`src/rtl/systolic_feeder.sv`:
```
// rtl/systolic_feeder.sv - diagonal-skew feeder sequencing clear/feed/flush for a 2-D systolic GEMM tile
// Optional abort/aborted ports are enabled by defining SYSTOLIC_FEEDER_ABORT_EN.

module systolic_feeder #(
   parameter int ROWS     = 16,
   parameter int COLS     = 16,
   parameter int DATA_W_P = 16,
   parameter int K_W      = 16
) (
   input  logic                       clk,
   input  logic                       rst_n,
   input  logic                       start,
   input  logic [K_W-1:0]             k_len,
   input  logic                       in_valid,
   output logic                       in_ready,
   input  logic signed [DATA_W_P-1:0] a_col [ROWS],
   input  logic signed [DATA_W_P-1:0] b_row [COLS],
   output logic signed [DATA_W_P-1:0] a_in [ROWS],
   output logic signed [DATA_W_P-1:0] b_in [COLS],
   output logic                       valid_in,
   output logic                       clear_all,
   output logic                       busy,
`ifdef SYSTOLIC_FEEDER_ABORT_EN
   input  logic                       abort,
   output logic                       aborted,
`endif
   output logic                       done
);

   localparam int FLUSH_LEN = ROWS + COLS - 1;
   localparam int F_W       = $clog2(FLUSH_LEN + 1);

   typedef enum logic [1:0] {S_IDLE, S_CLEAR, S_FEED, S_FLUSH} state_e;

   state_e         state_q, state_d;
   logic [K_W-1:0] klen_q, klen_d;
   logic [K_W-1:0] kcnt_q, kcnt_d;
   logic [F_W-1:0] fcnt_q, fcnt_d;
   logic           done_q, done_d;
   logic           accept;
   logic           abort_hit;

   assign accept = (state_q == S_FEED) && in_valid;

`ifdef SYSTOLIC_FEEDER_ABORT_EN
   logic aborted_q;

   assign abort_hit = abort && (state_q != S_IDLE);

   always_ff @(posedge clk or negedge rst_n) begin
      if (!rst_n) begin
         aborted_q <= 1'b0;
      end else begin
         aborted_q <= abort_hit;
      end
   end

   assign aborted = aborted_q;
`else
   assign abort_hit = 1'b0;
`endif

   always_ff @(posedge clk or negedge rst_n) begin
      if (!rst_n) begin
         state_q <= S_IDLE;
         klen_q  <= '0;
         kcnt_q  <= '0;
         fcnt_q  <= '0;
         done_q  <= 1'b0;
      end else begin
         state_q <= state_d;
         klen_q  <= klen_d;
         kcnt_q  <= kcnt_d;
         fcnt_q  <= fcnt_d;
         done_q  <= done_d;
      end
   end

   always_comb begin
      state_d = state_q;
      klen_d  = klen_q;
      kcnt_d  = kcnt_q;
      fcnt_d  = fcnt_q;
      done_d  = 1'b0;
      case (state_q)
         S_IDLE: begin
            // A zero-length tile completes without touching the array.
            if (start) begin
               if (k_len != '0) begin
                  state_d = S_CLEAR;
                  klen_d  = k_len;
               end else begin
                  done_d = 1'b1;
               end
            end
         end
         S_CLEAR: begin
            state_d = S_FEED;
            kcnt_d  = '0;
         end
         S_FEED: begin
            if (in_valid) begin
               kcnt_d = kcnt_q + K_W'(1);
               if (kcnt_q == klen_q - K_W'(1)) begin
                  state_d = S_FLUSH;
                  fcnt_d  = '0;
               end
            end
         end
         S_FLUSH: begin
            fcnt_d = fcnt_q + F_W'(1);
            if (fcnt_q == F_W'(FLUSH_LEN - 1)) begin
               state_d = S_IDLE;
               done_d  = 1'b1;
            end
         end
         default: state_d = S_IDLE;
      endcase
      if (abort_hit) begin
         state_d = S_IDLE;
         done_d  = 1'b0;
      end
   end

   always_comb begin
      in_ready  = (state_q == S_FEED);
      valid_in  = (state_q == S_FEED) || (state_q == S_FLUSH);
      clear_all = (state_q == S_CLEAR);
      busy      = (state_q != S_IDLE);
      done      = done_q;
   end

   // Lane i is a chain of i+1 registers; zeros enter whenever no beat is accepted.
   for (genvar i = 0; i < ROWS; i++) begin : g_a_lane
      logic signed [DATA_W_P-1:0] chain_q [i+1];

      always_ff @(posedge clk or negedge rst_n) begin
         if (!rst_n) begin
            for (int m = 0; m <= i; m++) chain_q[m] <= '0;
         end else begin
            chain_q[0] <= (accept && !abort_hit) ? a_col[i] : '0;
            for (int m = 1; m <= i; m++) chain_q[m] <= abort_hit ? '0 : chain_q[m-1];
         end
      end

      assign a_in[i] = chain_q[i];
   end

   for (genvar j = 0; j < COLS; j++) begin : g_b_lane
      logic signed [DATA_W_P-1:0] chain_q [j+1];

      always_ff @(posedge clk or negedge rst_n) begin
         if (!rst_n) begin
            for (int m = 0; m <= j; m++) chain_q[m] <= '0;
         end else begin
            chain_q[0] <= (accept && !abort_hit) ? b_row[j] : '0;
            for (int m = 1; m <= j; m++) chain_q[m] <= abort_hit ? '0 : chain_q[m-1];
         end
      end

      assign b_in[j] = chain_q[j];
   end

endmodule

```
`config.mk`:
```
export PLATFORM = sky130hd
export DESIGN_NAME = systolic_feeder
export DESIGN_NICKNAME = d
export VERILOG_FILES = /design/src/rtl/systolic_feeder.sv
export SDC_FILE = /design/constraint.sdc
export NUM_CORES = 2
export LEC_CHECK = 0
export CAP_MARGIN = 20
export CORE_ASPECT_RATIO = 0.6
export CORE_MARGIN = 1.5
export CORE_UTILIZATION = 41
export DETAILED_ROUTE_END_ITERATION = 12
export DONT_BUFFER_PORTS = 1
export MAX_ROUTING_LAYER = met4
export SLEW_MARGIN = 25
export SYNTH_ARGS = -nofsm -noshare
export SYNTH_HDL_FRONTEND = slang
export SYNTH_SLANG_ARGS = --single-unit
```
`constraint.sdc`:
```
create_clock -name clk -period 3.85 [get_ports clk]
set_input_delay 0.77 -clock clk [delete_from_list [all_inputs] [get_ports clk]]
set_output_delay 0.77 -clock clk [all_outputs]
set_load 0.02 [all_outputs]
```
Word level (Yosys, flattened, before mapping). Cells that the tools add are included.

Input port bits: 532. Register bits after elaboration: 4392. Output and inout bits: 517. Logic and storage cells: 348.

Mux-type cells: 47. Eq/ne operators: 10. Reduce and logical (&&, ||, !) cells: 11. Add/sub/neg operators: 3.

Operators by type and width (number): 16-bit two-way mux (33); 16-bit case mux with 2 select lines (1); 16-bit by 1-bit adder with 16-bit output, second input constant (1); 16-bit == test (1); 16-bit nonzero test (1); 16-bit by 1-bit subtractor with 16-bit output, second input constant (1); 2-bit two-way mux (5); 5-bit two-way mux (2); 5-bit case mux with 2 select lines (1); 2-bit inequality test, second input constant (4); 2-bit case mux with 4 select lines (1); 3-bit AND reduction (2); 2-bit nonzero test (3); 5-bit by 1-bit adder with 5-bit output, second input constant (1); 5-bit == test, second input constant (1); 5-bit AND reduction (1); 2-bit == test, second input constant (2); 1-bit two-way mux (3); 2-bit by 1-bit == test with 1-bit output, second input constant (1); 2-bit zero test (1); 2-bit by 1-bit inequality test with 1-bit output, second input constant (1); 1-bit case mux with 2 select lines (1); 2-bit AND reduction (1); 1-bit logical AND (1); 1-bit logical OR (1).

Logic depth before layout (Yosys ltp).
Depth after elaboration: 5. Gate-level depth with buffers: 10. Mapped depth without buffers: 10.

Worst setup path after synthesis. No wires, ideal clock.

Path type: reg-to-reg. From: register klen_q[7]. To: register fcnt_q[2]. Library setup time: 0.126 ns. Path buffers: 0. Clock period less this slack: 2.698 ns. Cell stages (with the launch flop): 9. Slack: 1.152 ns. Data arrival time: 2.572 ns. Required time: 3.724 ns. Path through: dfrtp_1 > or4_4 > or4_4 > nor4b_1 > a21oi_1 > nor4_2 > a41o_2 > nand2_2 > a221o_1.

Cells in the longest elaborated chain, start to end: 4.

Ends and longest elaborated chain: start: declaration (RTL line 36) `logic [K_W-1:0] klen_q, klen_d;`; start signal: assignment (RTL line 72) `klen_q <= klen_d;`; 16-bit by 1-bit subtractor with 16-bit output (RTL line 104) `if (kcnt_q == klen_q - K_W'(1)) begin`; 16-bit == test (RTL line 104); 2-bit by 1-bit inequality test with 1-bit output (no source line); 3-bit AND reduction (no source line); end signal: assignment (RTL line 74) `fcnt_q <= fcnt_d;`; end: declaration (RTL line 38) `logic [F_W-1:0] fcnt_q, fcnt_d;`.

Every way passes these cells. A chain may end at the register's enable or synchronous reset.

==> flow_metrics.py <==
metrics = {
    "timing": {
        "hold_violations": 0,
        "slew_headroom": 0.01795,
        "finalSetupViolCount": 0,
        "rsz0062_at_grt": "false",
        "max_freq_ghz": 0.2922,
        "finalCriticalPeriod_ps": 3423,
        "fin_crit_sh": 0.8891,
        "finalSetupTns_ps": 0,
        "finClkSkew_ps": 58.10,
        "tightestPinTransition_ps": 1473,
        "drv_slew": 0,
    },
    "die": {
        "coreArea_um2": 286800,
        "pin_count": 1049,
        "die_h_um": 419.4,
        "dieWidth_um": 697.0,
        "rows": 152,
        "die_area_um2": 292300,
        "initial_utilization": 0.4131,
    },
    "grt": {
        "antenna_found_initial": 25,
        "grt_util_all_layers": 0.1540,
        "grt_pass1_vias": 50180,
        "grt_pass1_wl_mm": 330.3,
        "grt_max_degree": 516,
        "gr-total-overflow": 0,
    },
    "finish": {
        "fillCellCount": 22340,
        "nets": 6622,
        "fin_cells": 10240,
        "synthToLayoutAreaGrowth_pct": 17.42,
        "drive_above_1_share": 0.1064,
    },
    "synth": {
        "synth_edf_count": 0,
        "syn_area_per_cell_um2": 20.78,
        "synth_cell_types": 46,
        "synth_seq_cells": 4392,
        "async_flop_share": 1.000,
        "yosysSeqAreaShare": 0.9276,
        "syn_inst": 5702,
        "synthesis.area_um2": 118500,
        "yosys_warnings": 0,
        "synth_ff_type": "dfrtp_1",
        "synth_fp_nets": 6242,
    },
    "clocking": {
        "cts_buffers": 369,
        "clk_latency_ps": 910,
        "path_clk_slew_ps": 70,
        "cts_resized": 0,
        "clock-sinks": 4392,
        "cts_tree": "done",
        "htreeDepth": 5,
        "clock_path_buffers": 4,
        "root_buffer": "clkbuf_16",
    },
    "placement": {
        "port_buffers": 0,
        "place_inst": 8988,
        "gp_congestion": 0.8453,
        "hpwl_mm": 111.1,
    },
    "power": {
        "leakage_uw": 0.06911,
        "ir_worst_vdd_uv": 393.5,
        "powerDensity_nw_per_um2": 648.5,
    },
    "setup_path": {
        "critical_path.top_delay_family": "buffers and inverters",
        "cp_num_cells": 9,
        "cp.arrival_ps": 4360,
        "critPathMaxStageDelay_ps": 780,
        "required_ps": 4780,
        "endpoint_kind": "asynchronous set/reset pin",
        "rrSetupSlack_ps": 820,
        "reg2regPathDepth": 8,
        "cpMostUsedCell": "buf_16",
        "critical_path_class": "input pin to asynchronous set/reset pin",
        "reg2reg_from": "klen_q[7]",
        "start_kind": "input pin",
        "timing.critical_path.buf_inv": 9,
        "crit_start": "rst_n",
        "worstPathCellList": "buf_16, dlygate4sd3_1, buf_16, buf_16, buf_16, buf_16, buf_16, buf_16, buf_16",
        "rr_endpoint": "fcnt_q[3]",
        "endpoint": "g_a_lane[12].chain_q[202]",
        "critical_path.slowest_cell": "dlygate4sd3_1",
        "crit_path_max_fanout": 149,
    },
    "min_path": {
        "holdCritPathClass": "input pin to asynchronous set/reset pin",
    },
    "flow_run": {
        "max-cap-violations": 0,
    },
    "routing": {
        "via_per_inst": 4.340,
        "routed_wl_mm": 217.5,
        "wl_per_cell_um": 21.24,
        "vias": 44450,
        "drtAntennaViolNets": 0,
        "drt_iter0_markers": 3060,
        "drc": 0,
        "drtPass1Iterations": 5,
    },
    "run_status": {
        "status": "finished, final reports clean",
    },
}
worst register-to-register path, delay by kind of cell (launching register included):
family,cells,cell delay [ps]
simple gates,5,1670
compound gates,3,780
flops,1,450
metrics by stage:
| stage | power, uW | util | hold slack (ps) | setup WS [ps] | area, um2 |
|---|---|---|---|---|---|
| floorplan | 50750 | - | 331.2 | 1152 | 118500 |
| global placement | 51630 | 0.4178 | 331.1 | -4388 | 119800 |
| detailed placement | 51830 | 0.4192 | 334.7 | -3152 | 120200 |
| CTS | 91280 | 0.4843 | -224.3 | 90.21 | 138900 |
| global route | 93800 | 0.4851 | 20.71 | 74.78 | 139100 |
| finish | 90220 | 0.4851 | 52.24 | 427.2 | 139100 |
state kept, by name, indices dropped and copies added, names as in the netlist:
register / count
kcnt_q: 16
klen_q: 16
g_a_lane.chain_q: 1936
g_b_lane.chain_q: 1936
b_in: 240
a_in: 240
fcnt_q: 5
state_q: 2
done: 1
worst min-delay path by stage:
stage,startpoint,end,depth (start not counted)
2_1_floorplan,g_a_lane[15].chain_q[16],a_in[0],0
3_3_place_gp,g_a_lane[14].chain_q[91],g_a_lane[14].chain_q[75],0
3_5_place_dp,g_a_lane[9].chain_q[31],a_in[111],0
4_1_cts,rst_n,b_in[10],1
5_1_grt,a_col[19],g_a_lane[14].chain_q[227],1
6_report,rst_n,g_a_lane[12].chain_q[51],3
synth_stat cells (6+ instances only):
master	count	share of area
dfrtp_1	4392	0.93
and3_1	515	0.027
buf_4	480	0.030
clkbuf_1	121	0.0038
nand2_1	25	0.00079
nand3_1	18	0.00076
mux2_2	15	0.0014
nor2_1	15	0.00048
o21ai_0	15	0.00063
xor2_1	11	0.00081
inv_1	10	0.00032
a21oi_1	8	0.00034
ha_1	8	0.00084
xnor2_1	8	0.00059
nand4_1	7	0.00037
nor4_1	6	0.00032
timing repair:
action                                 in CTS  in global routing
endpoints found under the hold margin    1060                147
cloned                                     11                  4
hold buffers                              553                  4
setup endpoints to repair                1417                533
setup buffers                               0                  0
per-layer routing:
metal | wire length, um | vias to the layer above | GRT usage
met1 | 86460 | 24660 | 0.1907
met4 | 7106 | 0 | 0.05019
met3 | 9208 | 402 | 0.03136
met5 | 0 | - | -
li1 | - | 18380 | -
met2 | 114700 | 1001 | 0.2566
power breakdown:
part,switching (uW),leakage [uW],total [uW],internal [uW]
registers,1320,0.0566,49800,48400
logic,1140,0.00632,1860,721
clock network,16900,0.00618,38600,21700
total,19400,0.0691,90200,70800
placed cells by master, fill, tap and decap left out, types with 3 or more instances in the layout:
cell,instances
nand4_1,7
o21ai_0,15
inv_6,10
buf_16,44
nor2b_1,4
clkinv_2,49
nand2b_1,5
mux2i_1,3
clkinvlp_4,10
ha_1,7
dfrtp_1,4392
nor2_1,15
inv_1,10
nand2_1,25
dlygate4sd3_1,545
clkinv_4,7
buf_12,4
bufinv_16,29
xnor2_1,8
bufbuf_16,11
a21oi_1,8
diode_2,15
nand3_1,18
clkbuf_8,87
clkinv_8,8
clkbuf_16,377
nor4_1,6
clkbuf_1,77
o211ai_1,3
xor2_1,11
clkinv_16,8
mux2_2,15
and3_1,515
inv_8,5
layout make-up:
class                      count  area [um2]  area share
antenna                       15       37.54   0.0002698
tap                         3850        4817     0.03462
clock inverter               127        1787     0.01284
multi-input combinational    699        4501     0.03235
sequential                  4392      109900      0.7900
clock buffer                 537       10820     0.07777
inverter                      10       37.54   0.0002698
timing repair buffer         610        7219     0.05189
cells by family after synthesis:
kind of cell,count (synthesis),synth area share
buffers and inverters,611,0.03456
AOI/OAI and AO/OA,42,0.002376
adders and majority gates,8,0.0008448
xor gates and xnor gates,19,0.001404
muxes,18,0.001679
DFF,4392,0.9276
and+or+nand+nor,612,0.03157
Power figures use the tool's default switching activity.
